File: src/rtl/s1_tx_pkg.sv
// Shared constants and state type for the S1 transmitter / S2 receiver pair.
package s1_tx_pkg;

  localparam int unsigned NWORDS    = 18;
  localparam int unsigned NFRAMES   = 8;
  localparam int unsigned AW        = 3;
  localparam int unsigned FRAME_LEN = AW + NWORDS;
  localparam int unsigned DW        = 8;
  localparam int unsigned PW        = 5;
  localparam int unsigned RAW       = 5;

  typedef enum logic {
    SEND = 1'b0,
    DONE = 1'b1
  } state_t;

endpackage

File: src/rtl/s1_tx.sv
// S1 transmitter: transposes RB1 (18x8) into eight gap-free 21-bit serial frames.
// The p register tracks the frame bit currently on sd; each edge prepares the next bit.
module s1_tx
  import s1_tx_pkg::*;
(
  input  logic           clk,
  input  logic           rst,
  output logic           RB1_RW,
  output logic [RAW-1:0] RB1_A,
  input  logic [DW-1:0]  RB1_Q,
  output logic           sen,
  output logic           sd,
  output logic           S1_done
);

  state_t          state_q, state_d;
  logic [AW-1:0]   fc_q, fc_d;
  logic [PW-1:0]   p_q, p_d;
  logic [RAW-1:0]  addr_d;
  logic            sd_d, sen_d, done_d;
  logic [AW-1:0]   fc_sh;

  // RB1 is only ever read
  assign RB1_RW = 1'b1;

  // Next-state and next-output logic
  always_comb begin
    state_d = state_q;
    fc_d    = fc_q;
    p_d     = p_q;
    addr_d  = RB1_A;
    sd_d    = sd;
    sen_d   = sen;
    done_d  = S1_done;
    fc_sh   = '0;
    unique case (state_q)
      SEND: begin
        if (p_q == PW'(FRAME_LEN - 1)) begin
          if (fc_q == AW'(NFRAMES - 1)) begin
            state_d = DONE;
            sen_d   = 1'b0;
            sd_d    = 1'b0;
            done_d  = 1'b1;
          end else begin
            // Wrap into next frame: emit its A[2], rewind the word address
            p_d    = '0;
            fc_d   = fc_q + AW'(1);
            addr_d = '0;
            sd_d   = fc_d[AW-1];
          end
        end else begin
          p_d = p_q + PW'(1);
          if (p_d < PW'(AW)) begin
            // Address bits come from the frame counter, MSB first
            fc_sh = fc_q << p_d;
            sd_d  = fc_sh[AW-1];
          end else begin
            // Data bit: RB1_A already points at word p_d-3; bit plane 7-fc
            sd_d = RB1_Q[~fc_q];
            if (p_d < PW'(FRAME_LEN - 1)) begin
              addr_d = RAW'(p_d - PW'(2));
            end
          end
        end
      end
      DONE: begin
      end
    endcase
  end

  // State and output registers
  always_ff @(posedge clk or posedge rst) begin
    if (rst) begin
      state_q <= SEND;
      fc_q    <= '0;
      p_q     <= '0;
      RB1_A   <= '0;
      sd      <= 1'b0;
      sen     <= 1'b1;
      S1_done <= 1'b0;
    end else begin
      state_q <= state_d;
      fc_q    <= fc_d;
      p_q     <= p_d;
      RB1_A   <= addr_d;
      sd      <= sd_d;
      sen     <= sen_d;
      S1_done <= done_d;
    end
  end

endmodule
File: config.mk
export PLATFORM = sky130hd
export DESIGN_NAME = s1_tx
export DESIGN_NICKNAME = d
export VERILOG_FILES = /design/src/rtl/s1_tx_pkg.sv /design/src/rtl/s1_tx.sv
export SDC_FILE = /design/constraint.sdc
export NUM_CORES = 1
export LEC_CHECK = 0
export BUFFER_PORTS_ARGS = -buffer_cell sky130_fd_sc_hd__buf_4
export CAP_MARGIN = 20
export CORE_MARGIN = 4
export CORE_UTILIZATION = 41
export DETAILED_ROUTE_END_ITERATION = 6
export PLACE_DENSITY = 0.58
export RECOVER_POWER = 50
export SLEW_MARGIN = 40
export SYNTH_ARGS = -nofsm -noshare
export SYNTH_HDL_FRONTEND = slang
export SYNTH_SLANG_ARGS = --single-unit
File: constraint.sdc
create_clock -name clk -period 5.7 [get_ports clk]
set_input_delay 0 -clock clk [delete_from_list [all_inputs] [get_ports clk]]
set_output_delay 0 -clock clk [all_outputs]
set_load 0.02 [all_outputs]
==> results.md <==
* Outcome: finished, final reports clean
* DP Wirelength at 1590 µm
* Compound-gate portion of the synthesized area at 0.141
* Most numerous cell on the critical path: ha_1
* First DRT Iteration DRCs at 22
* Chip height at roughly 60 µm
* Synth warn at 0
* CTS tree: done
* # hold bufs at CTS at 1
* Post-synthesis async set-or-reset flop share at 1.00
* H-tree depth at 1
* Area delta synth->final at 12.5%
* Fill cells at 240
* Clock Sinks at 17
* Synth Area in Simple Gates at 0.152
* Maximum fanout along the worst path at 7
* Largest net degree at the start of global routing at 18
* Total of max-cap violations at 0
* Net count reported at finish at between 100 and 150
* DR WL/cell at 14.4 µm
* Number of diodes at 0
* Horiz. Die Dim at ~60 µm
* CP max stage cell: a2111o_1
* Core area at approximately 2500 µm²
* Startpoint types: flip-flop
* P_leak at around 0.62 nW
* VDD IR-drop max at between 0.1 and 0.15 mV
* Clock share of power at 0.336
* Post-synthesis sequential area ratio at 0.391
* Largest family of logic cells by synthesized area: multiplexers
* Synth cell count leaders: dfrtp_1, nor2_1, mux2i_1
* Largest area contributor in the netlist: dfrtp_1
* Die area at 3550 µm²
* Pins Over Slew Limit at 0
* Pre-Repair DR Iteration Count at 4
* Fin cells at about 150
* Final cycle utilization of the critical path at 0.403
* Via count at approximately 780
* CP Data Arrival Time at 2.48 ns
* Post-Syn Area at ~1100 µm²
* Period minus WS final at around 2.3 ns
* Final Cell Area at about 1200 µm²
* Crit path max-delay family: compound AO/OA/AOI/OAI gates
* RSZ-0062 raised after global routing: no
* Ports at 19
* Critical Path RT at between 5 and 6 ns
* NetSw at about 0.000045 W
* Worst skew pair latency at 0.30 ns
* Power share of the combinational group at 0.055
* Starting Density at 0.437
* Seq cells post-synth at 17
* Synth Flop Type: dfrtp_1
* Mux contribution to synthesized area at 0.159
* Clock skew at approximately 0.0074 ns
* Worst-margin pin slew at between 0.6 and 0.7 ns
* Sequential share of power at 0.609
* Proportion of layout cells with a drive suffix above 1 at 0.231
* Gpl congestion at slightly below 0.8
* Root buffer cell: clkbuf_4
* Top cells by area, synth: dfrtp_1, mux2i_1, ha_1
* Buf/Inv on CP at 1
* Final hold violations at 0
* Dpl cell area at 1220 µm²
* Max stage delay on crit path at about 0.48 ns
* Post-synth EDFFs at 0
* CTS clk-pin slew, worst paths at around 0.1 ns
* Vias in the first global route at between 700 and 800
* Post-synthesis xor/xnor area fraction at 0.0321
* Post-Route WL at roughly 2100 µm
* Achievable frequency at 0.435 GHz
* Total gr overflow at 0
* TritonCTS Buffers at 3
* Unique masters post-synth at 36
* Total track usage at 0.136
* Vias per inst at between 5 and 6
* Syn_area_per_cell at ~11 µm²
* First-pass GRT wire length at about 3600 µm
* Row Count at 18
* Top-count cell post-synth: dfrtp_1
* Mapped Cells at just over 100
* Setup TNS Final at 0 ns
* Post-cts sizing count at 0
* Critical path class: reg -> reg
* Yosys top cell area share at 0.367
* Critical Path Sink Type: flip-flop
* Crit-path cells: inv_1, ha_1, ha_1, a2111o_1, mux2i_1, a221o_1
* Pwr dens at ~160 nW/µm²
* Hold Path Class: in -> reg
* Power Internal at 0.000154 W
* Clock tree buffer depth at 2
* ANT nets after route at 0
* Adder-Cell Fraction of Synth Area at 0.0687
* DRC Markers at 0
* Final Setup Violations at 0
* Final core occ at 0.491
* Slew headroom at 0.548
* Syn Nets at 117
* Placed Cells at 142
* Switch share at 0.226
* Post-CTS Setup Bufs at 0
* Initial antenna violation count at 0
* Port Buffer Count at 17
## final timing paths
| kind | start | end | slack (ns) | cells after the start |
|---|---|---|---|---|
| worst min-delay path | RB1_Q[2] | sd | 0.31 | 6 |
| max in group asynchronous | rst | fc_q[2] | 4.92 | 3 |
| min in group asynchronous | rst | p_q[1] | 0.34 | 3 |
| worst min register to register | S1_done | S1_done | 0.46 | 1 |
| worst max-delay path | p_q[0] | sd | 3.40 | 6 |
| worst max register to register | p_q[0] | sd | 3.40 | 6 |
## cell families (layout without fill, tap and decap cells)
logic type | after synthesis | after routing
adders and majority gates | 6 | 6
AOI/OAI and AO/OA | 19 | 19
other | 1 | 1
muxes | 15 | 15
DFF | 17 | 17
and+or+nand+nor | 28 | 28
xor gates and xnor gates | 4 | 4
buffers and inverters | 11 | 27
## metrics by stage
stage                     power [W]  worst slack, ns  hold WS (ns)
after floorplan            0.000129             3.59       -0.0747
after global placement     0.000134             3.51         0.129
after detailed placement   0.000134             3.44         0.141
after CTS                  0.000201             3.41         0.307
after global routing       0.000205             3.31         0.369
final                      0.000199             3.40         0.308
## routing by layer
layer | track usage | up-vias | share of wire
met2 | 0.187 | 25 | 0.42
met5 | 0 | - | 0
met4 | 0.0665 | 0 | 0.023
met3 | 0.0327 | 5 | 0.073
li1 | - | 387 | -
met1 | 0.198 | 358 | 0.49
## layout make-up
cell class	count	area [µm²]	area share
Multi-Input combinational cell	73	608	0.495
Sequential cell	17	427	0.347
Timing Repair Buffer	18	111	0.0906
Tap cell	30	37.5	0.0305
Clock buffer	4	26.3	0.0214
Inverter	5	18.8	0.0153
## flip-flops by register name, summed over array words and instances (netlist names)
| register | count |
|---|---|
| state_q | 1 |
| S1_done | 1 |
| p_q | 5 |
| RB1_A | 5 |
| fc_q | 3 |
| sen | 1 |
| sd | 1 |
## tightest hold or removal path: stages
cell,delay [ns]
buf_4,0.07
mux2i_1,0.05
nand3_1,0.08
nand3_1,0.07
mux2i_1,0.14
a221o_1,0.16
## power groups by stage
stage           clock, W  sequential, W  combinational (W)
3_5_place_dp           0       0.000123          0.0000109
3_3_place_gp           0       0.000124          0.0000106
4_1_cts        0.0000684       0.000121          0.0000115
2_1_floorplan          0       0.000124         0.00000472
6_report       0.0000668       0.000121          0.0000108
5_1_grt        0.0000715       0.000121          0.0000124
## placed cells by master, fill, tap and decap left out, types with 2 or more instances in the layout
cell	instances
nand3_1	3
ha_1	6
a21o_1	2
nor2b_1	4
a22o_1	2
clkbuf_1	8
dfrtp_1	16
mux2_4	4
mux2i_1	8
mux2_2	3
inv_1	5
o21ai_0	4
a21boi_0	2
xnor2_1	3
clkbuf_4	4
a221o_1	2
buf_4	9
nor2_1	9
nand3b_1	2
a31oi_1	2
nand2_1	4
No activity file was read; power rests on OpenSTA's default activity.
